**config.mk**
```make
export PLATFORM = sky130hd
export DESIGN_NAME = poly_note_player
export DESIGN_NICKNAME = d
export VERILOG_FILES = /design/src/rtl/poly_note_player.sv
export SDC_FILE = /design/constraint.sdc
export NUM_CORES = 1
export LEC_CHECK = 0
export ABC_CLOCK_PERIOD_IN_PS = 8620
export CORE_MARGIN = 4
export CORE_UTILIZATION = 65
export CTS_CLUSTER_SIZE = 16
export DETAILED_ROUTE_END_ITERATION = 10
export HOLD_SLACK_MARGIN = 0.05
export PLACE_DENSITY_LB_ADDON = 0.12
export SYNTH_ARGS = -nofsm -noshare
export SYNTH_HDL_FRONTEND = slang
export SYNTH_SLANG_ARGS = --single-unit
```
**constraint.sdc**
```tcl
create_clock -name clk -period 8.62 [get_ports clk]
set_input_delay 1.293 -clock clk [delete_from_list [all_inputs] [get_ports clk]]
set_output_delay 1.293 -clock clk [all_outputs]
set_load 0.1 [all_outputs]
```
**src/rtl/poly_note_player.sv**
```systemverilog
// Polyphonic note player: voice allocation, beat-based note durations, sawtooth phase accumulators and a mixed sample output.
// Optional voice stealing when all voices are busy: define POLY_NOTE_PLAYER_VOICE_STEAL_EN.
module poly_note_player #(
   parameter int VOICES   = 4,
   parameter int DUR_W    = 6,
   parameter int PHASE_W  = 20,
   parameter int SAMPLE_W = 16
) (
   input  logic                                         clk,
   input  logic                                         reset,
   input  logic                                         play_enable,
   input  logic                                         load_new_note,
   input  logic [PHASE_W-1:0]                           step_to_load,
   input  logic [DUR_W-1:0]                             duration_to_load,
   output logic                                         load_ready,
   output logic [((VOICES > 1) ? $clog2(VOICES) : 1)-1:0] load_voice,
   output logic [VOICES-1:0]                            voice_busy,
   input  logic                                         beat,
   output logic                                         done_with_note,
   output logic [VOICES-1:0]                            done_voice,
   input  logic                                         generate_next_sample,
   output logic signed [SAMPLE_W-1:0]                   sample_out,
   output logic                                         new_sample_ready
);

   localparam int SH    = $clog2(VOICES);
   localparam int LV_W  = (VOICES > 1) ? SH : 1;
   localparam int SUM_W = SAMPLE_W + SH;

   logic [VOICES-1:0]         busy;
   logic [PHASE_W-1:0]        step  [VOICES];
   logic [PHASE_W-1:0]        phase [VOICES];
   logic [DUR_W-1:0]          count [VOICES];
   logic                      any_free;
   logic [LV_W-1:0]           free_idx;
   logic [LV_W-1:0]           target;
   logic                      load_acc;
   logic [VOICES-1:0]         expire;
   logic                      req_p0;
   logic                      vld_p1;
   logic signed [SAMPLE_W-1:0] v_p1 [VOICES];
   logic signed [SUM_W-1:0]   sum_p1;

   // Sawtooth: phase 0 maps to the most negative sample.
   function automatic logic signed [SAMPLE_W-1:0] saw(input logic [PHASE_W-1:0] ph);
      return {~ph[PHASE_W-1], ph[PHASE_W-2 -: SAMPLE_W-1]};
   endfunction

   function automatic logic signed [SAMPLE_W-1:0] scale_mix(input logic signed [SUM_W-1:0] s);
      logic signed [SUM_W-1:0] sh;
      sh = s >>> SH;
      return sh[SAMPLE_W-1:0];
   endfunction

   always_comb begin
      any_free = 1'b0;
      free_idx = '0;
      for (int i = VOICES - 1; i >= 0; i--) begin
         if (!busy[i]) begin
            any_free = 1'b1;
            free_idx = LV_W'(i);
         end
      end
   end

`ifdef POLY_NOTE_PLAYER_VOICE_STEAL_EN
   logic [LV_W-1:0] steal_ptr;

   assign load_ready = reset & play_enable;
   assign target     = any_free ? free_idx : steal_ptr;

   always_ff @(posedge clk or negedge reset) begin
      if (!reset) begin
         steal_ptr <= '0;
      end else if (!play_enable) begin
         steal_ptr <= '0;
      end else if (load_acc && !any_free) begin
         steal_ptr <= (steal_ptr == LV_W'(VOICES - 1)) ? '0 : steal_ptr + LV_W'(1);
      end
   end
`else
   assign load_ready = reset & play_enable & any_free;
   assign target     = free_idx;
`endif

   assign load_acc   = load_new_note & load_ready & (duration_to_load != '0);
   assign voice_busy = busy;
   assign req_p0     = generate_next_sample & ~vld_p1;

   // A voice being (re)loaded this cycle never reports an expiry, which also hides stolen voices.
   always_comb begin
      expire = '0;
      for (int i = 0; i < VOICES; i++) begin
         expire[i] = play_enable & beat & busy[i] & (count[i] == DUR_W'(1))
                     & ~(load_acc & (target == LV_W'(i)));
      end
   end

   always_ff @(posedge clk or negedge reset) begin
      if (!reset) begin
         busy           <= '0;
         load_voice     <= '0;
         done_with_note <= 1'b0;
         done_voice     <= '0;
         for (int i = 0; i < VOICES; i++) begin
            step[i]  <= '0;
            phase[i] <= '0;
            count[i] <= '0;
         end
      end else begin
         done_voice     <= expire;
         done_with_note <= |expire;
         if (load_acc) load_voice <= target;
         for (int i = 0; i < VOICES; i++) begin
            if (load_acc && (target == LV_W'(i))) begin
               busy[i]  <= 1'b1;
               step[i]  <= step_to_load;
               phase[i] <= '0;
               count[i] <= duration_to_load;
            end else if (!play_enable) begin
               busy[i]  <= 1'b0;
               phase[i] <= '0;
               count[i] <= '0;
            end else if (expire[i]) begin
               busy[i]  <= 1'b0;
               phase[i] <= '0;
               count[i] <= '0;
            end else begin
               if (beat && busy[i]) count[i] <= count[i] - DUR_W'(1);
               if (req_p0 && busy[i]) phase[i] <= phase[i] + step[i];
            end
         end
      end
   end

   // Stage p0 -> p1: advance phases and capture each voice's contribution.
   always_ff @(posedge clk or negedge reset) begin
      if (!reset) begin
         vld_p1 <= 1'b0;
         for (int i = 0; i < VOICES; i++) v_p1[i] <= '0;
      end else begin
         vld_p1 <= req_p0;
         if (req_p0) begin
            for (int i = 0; i < VOICES; i++) begin
               v_p1[i] <= (busy[i] && play_enable) ? saw(phase[i] + step[i]) : '0;
            end
         end
      end
   end

   always_comb begin
      sum_p1 = '0;
      for (int i = 0; i < VOICES; i++) sum_p1 = sum_p1 + SUM_W'(v_p1[i]);
   end

   // Stage p1 -> p2: register the mixed sample.
   always_ff @(posedge clk or negedge reset) begin
      if (!reset) begin
         sample_out       <= '0;
         new_sample_ready <= 1'b0;
      end else begin
         new_sample_ready <= vld_p1;
         if (vld_p1) sample_out <= scale_mix(sum_p1);
      end
   end

endmodule

```
==> results of run 1 <==
## area by class of cell
type	count	area [um2]	area share
Inverter	137	514.2	0.02842
Sequential cell	277	6932	0.3831
Timing Repair Buffer	73	703.2	0.03886
Tap cell	324	405.4	0.02240
Multi-Input combinational cell	1152	8494	0.4694
Antenna cell	1	2.502	0.0001383
Clock buffer	40	857.1	0.04737
Clock inverter	14	186.4	0.01030
## per-stage QoR
step,setup WS [ns],total power [mW]
2_1_floorplan,3.811,1.836
3_3_place_gp,3.608,2.009
3_5_place_dp,3.597,2.025
5_1_grt,3.507,3.483
6_report,3.591,3.357
4_1_cts,3.599,3.364
## power by group through the flow
stage	Clock (mW)	Sequential (mW)	Combinational, mW
5_1_grt	1.41	1.45	0.614
6_report	1.34	1.45	0.566
2_1_floorplan	0	1.52	0.321
3_5_place_dp	0	1.47	0.557
4_1_cts	1.36	1.45	0.562
3_3_place_gp	0	1.46	0.544
## cells by family (layout without fill, tap and decap cells)
kind of cell | count (synthesis) | count (layout) | share of synthesized area
other | 0 | 1 | 0
XOR/XNOR | 97 | 97 | 0.05342
multiplexers | 77 | 77 | 0.05319
flip-flops | 277 | 277 | 0.4289
buffers and inverters | 194 | 264 | 0.04653
adder cells (fa/ha/maj) | 136 | 136 | 0.1225
AND/OR/NAND/NOR | 408 | 408 | 0.1164
AO/OA/AOI/OAI | 434 | 434 | 0.1791
## path summary, 6_finish.rpt
kind                        startpoint             end  slack, ns  cells past startpoint
min in group asynchronous        reset        step[41]       0.82                      1
hold reg to reg               phase[3]        phase[3]       0.49                      2
setup reg to reg               v_p1[5]  sample_out[14]       4.91                     13
max in group asynchronous        reset        step[74]       6.18                      2
setup / recovery           play_enable      load_ready       3.59                      4
hold / removal                phase[3]        phase[3]       0.49                      2
## per-layer routing
| metal | vias up | wire length (um) | GRT usage |
|---|---|---|---|
| li1 | 5804 | - | - |
| met1 | 6217 | 18820 | 0.4521 |
| met2 | 484 | 18980 | 0.4634 |
| met3 | 96 | 3342 | 0.05362 |
| met4 | 4 | 1597 | 0.1029 |
| met5 | - | 27 | 0 |
## flip-flops by register name, indices dropped and copies added (netlist names)
register and count:
load_voice 2, count 24, voice_busy 4, phase 80, done_with_note 1, v_p1 64
new_sample_ready 1, done_voice 4, step 80, vld_p1 1, sample_out 16
## cells in the final DEF (no fill, tap or decap), drive strengths merged, types with 16 or more instances in the layout
cell type	count
ha	99
nor3	24
xnor2	64
a21oi	100
a211oi	16
o21ai	102
o31ai	25
nor2	54
a22o	60
nand2	213
mux2	71
fa	37
a21o	31
clkdlybuf4s50	59
dfrtp	277
xor2	32
nand3	25
inv	137
clkbuf	40
## critical path, delay by kind of cell
family	cells	cell delay [ns]
AND/OR/NAND/NOR	1	0.10
buffers and inverters	2	2.10
AO/OA/AOI/OAI	1	0.24
==> results by stage, run 1 <==
Logic synthesis:
- The synthesized net count is 1791.
- The cell count after synthesis came out at 1623.
- The primary flip-flop cell chosen by synthesis mapping is dfrtp_1.
- After synthesis, the netlist uses 71 different library cells.
- A synthesized cell averages roughly 10 um2.
- After synthesis the netlist holds a flip-flop and latch count of 277.
- For this run, the register share of the synthesized area comes to 0.4289.
- The biggest area consumer among synthesized cells is dfrtp_1.
- Of the post-synthesis cell area, the dominant cell type holds 0.4289.
- The commonest cells after synthesis are dfrtp_1 (277), nand2_1 (212), inv_1 (137), a21oi_1 (100).
- The post-synth design cell area is 16160 um2.
- Yosys mapped a number of flops with a built-in enable equal to 0.
- The share of async-settable or async-resettable flops after synthesis is 1.000.
- After synthesis, the cell types taking the most area are dfrtp_1 (43%), ha_1 (7.7%), mux2_2 (4.9%).
- The library cell with the highest instance count after synthesis is dfrtp_1.
- The number of synthesis warnings is 0.

Floorplanning:
- 61 I/O pins were placed.
- The initial cell density of the core is 0.6626.
- The floorplan die area is 27450 um2.
- From left edge to right edge, the die measures 165.7 um.
- The initialized floorplan defines 57 standard-cell rows.
- The standard cell core area is 24390 um2.
- From bottom edge to top edge, the die measures 165.7 um.

Global route:
- The largest net degree at the start of global routing is ~120.
- The first global-routing pass estimated approximately 67000 um of wire.
- The number of antenna violations at the first check in global routing came to 2.
- The number of global-route vias before repair came to 12120.
- The overflow left after global routing is 0.
- For this run, the total global-route usage over all layers was measured as 0.3058.

Timing:
- The worst-case headroom to the max-slew limit is 0.3012.
- The number of slew-limit violations in the final report is 0.
- The achievable clock frequency is 0.1988 GHz.
- For the pin with the worst max-slew slack, the measured transition is 1.048 ns.
- In the finished design, the share of the clock period the worst path needs comes to 0.5834.
- Setup repair after global routing left no endpoint under its margin.
- The clock period could shrink to 5.029 ns.
- The number of failing setup endpoints in the final timing report is 0.
- The accumulated negative setup slack is 0 ns.
- The worst hold slack is 0.4867 ns.
- The worst clock skew is 0.01932 ns.
- The final hold violation count came to 0.

Cells and area:
- Once layout is complete, the utilization of the core stands at 0.7419.
- The share of cells above drive strength 1 is 0.09333.
- The total number of nets in the final design is about 1800.
- Fill cells in the final layout number 1764.
- The count of cells in the finished layout, fillers not included, comes to 2018.
- Compared with the post-synthesis result, the final layout area differs by 11.97%.
- The cell area after layout is 18090 um2.

CTS:
- After clock tree synthesis, the flow added hold-fix buffers numbering 0.
- The cell at the root of the clock tree is clkbuf_16.
- After clock tree synthesis, the setup repair step added 0 buffers.
- The clock transition at the registers of the reported paths is 0.06 ns.
- The clock drives about 280 sinks.
- The later pin in the worst-skew pair is clocked with a latency of 0.56 ns.
- Buffers inserted during clock tree synthesis total 29.
- TritonCTS built the clock tree.
- The maximum level of the CTS H-tree is 1.
- The post-cts sizing count is 0.
- The largest buffer count on any clock path is 3.

Worst hold path:
- The tightest min-delay check is of the flip-flop to flip-flop type.

Worst setup path:
- By startpoint and endpoint, the worst setup path is classified as input port to output port.
- The required time reported for the critical path endpoint is 7.33 ns.
- The worst setup path is captured at an output port.
- For this run, the slowest stage of the critical path takes 1.18 ns.
- Along the worst path, the maximum fanout reaches 17.
- The slowest stage cell on the critical path is clkdlybuf4s50_1.
- The data arrival at the endpoint of the critical path is between 3 and 4 ns.
- The most numerous cell type found on the critical path is clkdlybuf4s50_1.
- Walking the worst path, the cells encountered are clkdlybuf4s50_1 > nand2_1 > a41oi_1 > clkdlybuf4s50_1.
- The startpoint type of the worst setup path is an input port.

Status:
- The flow ran to the end, and the final reports show no timing, DRC or antenna violations.

Place:
- The placer congestion estimate is 0.9410.
- In this run the cell area measured after placement is 17050 um2.
- The count of buffers added on input and output ports is 60.
- The half-perimeter wire length after placement is between 30000 and 40000 um.
- The number of placed instances, taps included is 1963.

Power and ir drop:
- The static leakage is 8.620 nW.
- In this run the power density over the cells is roughly 190 nW/um2.
- VDD sags by at most between 0.00015 and 0.0002 V.
- The sequential power share is 0.431.
- The reported net switching power is 0.9643 mW.
- The share of total power dissipated in combinational logic is 0.169.
- The proportion of power drawn by the clock network is 0.401.
- The switching power share of the total is 0.2873.
- The total internal power is 2.392 mW.

Route:
- Dividing the detail-routed via count by the number of cells gives 6.246.
- The number of vias after detailed routing is 12610.
- The remaining antenna violation count after routing is 0.
- The detailed-routing iteration count for the pre-antenna-repair pass is 5.
- The routed length per placed instance is between 20 and 25 um.
- The detailed router finished its first iteration with 1073 violations.
- The remaining design rule violation count is 0.
- The final wirelength is 42760 um.

Run:
- The number of maximum-capacitance violations is 0.
(Power assumes the default switching activity.)
==> run 2: changes to the inputs <==
--- a/config.mk
+++ b/config.mk
@@ -5,9 +5,9 @@
 export SDC_FILE = /design/constraint.sdc
 export NUM_CORES = 1
 export LEC_CHECK = 0
-export ABC_CLOCK_PERIOD_IN_PS = 8620
+export ABC_CLOCK_PERIOD_IN_PS = 4350
 export CORE_MARGIN = 4
-export CORE_UTILIZATION = 65
+export CORE_UTILIZATION = 56
 export CTS_CLUSTER_SIZE = 16
 export DETAILED_ROUTE_END_ITERATION = 10
 export HOLD_SLACK_MARGIN = 0.05
==> constraint.sdc (replaced) <==
create_clock -name clk -period 4.35 [get_ports clk]
set_input_delay 0.6525 -clock clk [delete_from_list [all_inputs] [get_ports clk]]
set_output_delay 0.6525 -clock clk [all_outputs]
set_load 0.1 [all_outputs]
==> run 2 against run 1 <==
Net effect: global-route usage is 2.8 points lower; sequential cell count stayed put; routed wire length is 0.76% higher; critical path depth is 11 higher; clock power is 100% higher; register-to-register slack worse by 4.1 ns; largest cell class unchanged; highest routed layer is now met4; critical path type is now flip-flop to flip-flop; die area is 15% higher; largest power group unchanged.
==> results by stage, run 2 (synthesis gave the netlist of run 1 again) <==
Timing:
- Setup repair after global routing left no endpoint under its margin.
- Derived from the worst setup path, the maximum achievable clock frequency is ~0.28 GHz.
- The share of the cycle needed by the critical path after routing is 0.8231.
- The worst-case headroom to the max-slew limit is 0.2956 (-0.005606).
- The number of failing setup endpoints in the final timing report is 0 (unchanged).
- The accumulated negative setup slack is 0 ns (unchanged).
- The worst path needs between 3 and 4 ns of the cycle, external delays included.
- The number of slew-limit violations in the final report was 0 (unchanged).
- The pin slew with the least headroom to its limit was 1.030 ns (-0.01823 ns).
- The worst hold slack is 0.4856 ns (-0.001135 ns).
- The worst clock skew came to 0.01763 ns (-0.001698 ns).
- The final hold violation count is 0 (unchanged).

Power and ir drop:
- The worst IR drop on VDD is 0.0003067 V (+100%).
- The proportion of power drawn by the clock network is 0.403 (+0.002).
- The power per unit of standard cell area is 365.5 nW/um2 (+97%).
- The switching power share of the total is 0.2945 (+0.007227).
- The logic gate share of total power came to 0.168 (about the same).
- The static leakage came to 8.670 nW (+0.57%).
- The reported net switching power is 1.965 mW (+100%).
- The total internal power is 4.708 mW (+97%).
- The sequential power share is 0.429 (-0.002).

CTS:
- The CTS tree is done.
- The CTS buffer count is 31 (+6.9%).
- The cell at the root of the clock tree is clkbuf_16.
- The buffers inserted during post-CTS setup optimization was 0 (unchanged).
- The clock transition at the registers of the reported paths is 0.06 ns (about the same).
- The largest buffer count on any clock path came to 3 (unchanged).
- The maximum level of the CTS H-tree is 1 (unchanged).
- The clock latency reported for the late side of the worst-skew pair is 0.57 ns (about the same).
- The TritonCTS sink count is 277 (unchanged).

Place:
- The placed cell area is 17200 um2 (+0.90%).
- The count of input and output buffers is 60 (unchanged).
- The placer congestion estimate is 0.9144 (-2.8%).
- The half-perimeter wire length after placement came to 31730 um (+4.4%).

Cells and area:
- The area growth from synthesis to layout is 12.98%.
- The share of cells above drive strength 1 is 0.09924 (+0.005911).
- Leaving out fill and tap cells, the most frequent cells in the layout are dfrtp_1 (277), nand2_1 (212), inv_1 (136).
- In the final layout, the registers with the most flip-flops are phase (80), step (80), v_p1 (64).
- The total number of nets in the final design is 1850 (+0.65%).
- The antenna diode instance count is 0 (-1).
- The commonest non-fill, non-tap cell in the layout is dfrtp_1.
- The cell area after layout was 18260 um2 (+0.91%).

Route:
- The routed length per placed instance is 20.70 um (-2.3%).
- The detailed-routing iteration count for the pre-antenna-repair pass was 5 (unchanged).
- The remaining design rule violation count came to 0 (unchanged).
- The final wirelength is 43080 um (+0.76%).
- The number of vias per cell is 5.986 (-4.2%).
- The starting DRC count in detailed routing came to 949 (-12%).
- The remaining antenna violation count after routing is 0 (unchanged).
- The number of vias after detailed routing is 12460 (-1.2%).

Worst setup path:
- The required time reported for the critical path endpoint is 4.78 ns (-2.55 ns).
- The worst setup path is launched from a flip-flop.
- The peak fanout along the critical path is 3 (-14).
- The type of the setup path with the least slack is flip-flop to flip-flop.
- The data arrival at the endpoint of the critical path is 4.01 ns (+0.27 ns).
- STA classifies the critical path endpoint as a flip-flop.

Floorplanning:
- The standard cell core area was 28090 um2 (+15%).
- The number of rows in the core area came to 61 (+7.0%).
- The boundary pin count is 61 (unchanged).
- The floorplan die area was 31640 um2 (+15%).
- The overall die width was 177.9 um (+7.4%).
- The die height is 177.9 um (+7.4%).
- The initial cell density of the core is 0.5754 (-0.08719).

Global route:
- The largest net degree at the start of global routing is 144 (+19%).
- The number of global-route vias before repair came to 12310 (+1.5%).
- The total routing usage reported by global routing is 0.2774 (-0.02846).
- The overflow left after global routing is 0 (unchanged).
- The number of antenna violations at the first check in global routing is 1 (-1).
- The wire length of the first global-routing pass was 68430 um (+1.4%).

Worst hold path:
- The worst hold path class is flip-flop to flip-flop.

Status:
- The run finished with clean final reports.

Run:
- The number of maximum-capacitance violations is 0 (unchanged).
## run 2: timing repair
item,CTS,global route
gates resized for setup,0,0
hold buffers,1,0
hold endpoints to repair,40,0
setup endpoints to repair,0,0
## run 2: power by group through the flow
| stage | clock (mW) | combinational [mW] | sequential, mW |
|---|---|---|---|
| 3_5_place_dp | 0 | 1.11 | 2.90 |
| 2_1_floorplan | 0 | 0.636 | 3.00 |
| 5_1_grt | 2.83 | 1.23 | 2.88 |
| 3_3_place_gp | 0 | 1.09 | 2.90 |
| 6_report | 2.69 | 1.12 | 2.86 |
| 4_1_cts | 2.74 | 1.12 | 2.86 |
## run 2: path summary, 6_finish.rpt
path	startpoint	endpoint	slack [ns]	cells past startpoint
worst max-delay path	v_p1[1]	sample_out[15]	0.77	15
worst min-delay path	phase[43]	phase[43]	0.49	2
worst max register to register	v_p1[1]	sample_out[15]	0.77	15
worst min register to register	phase[43]	phase[43]	0.49	2
max in group asynchronous	reset	phase[12]	2.09	4
min in group asynchronous	reset	count[4]	0.58	2
## run 2: cell type report
class | instances | area (um2)
multi-input combinational | 1152 | 8502
timing repair buffer | 83 | 790.8
clock buffer | 39 | 855.8
clock inverter | 15 | 191.4
inverter | 137 | 514.2
sequential | 277 | 6932
tap | 378 | 473.0
fill | 2340 | 9828
## run 2: worst max-delay path, cell delays in order (launching register included)
cell	delay [ns]
dfrtp_1	0.32
inv_1	0.06
fa_1	0.53
inv_1	0.05
fa_1	0.45
nand2_1	0.08
nor2_1	0.05
fa_1	0.45
a21o_1	0.18
a21o_1	0.21
a21oi_1	0.27
o31a_1	0.21
o21ai_0	0.14
a31oi_1	0.23
xnor2_1	0.14
a21oi_1	0.08
## run 2: metal layers
metal  part of all wire  up-vias  GRT usage
met5                  0        -          0
met4              0.038        0    0.09217
met3              0.055       85    0.03749
met2               0.45      360     0.4375
met1               0.45     6189     0.3987
li1                   -     5823          -
## run 2: through the flow
step                total power, mW  utilization  instances  setup slack (ns)
floorplan                     3.638            -       1623            0.7651
global placement              3.994       0.6124       2026            0.8122
detailed placement            4.018       0.6124       2026            0.7159
CTS                           6.716       0.6501       2081            0.7594
global route                  6.936       0.6501       2081            0.4716
finish                        6.673       0.6501       2081            0.7693
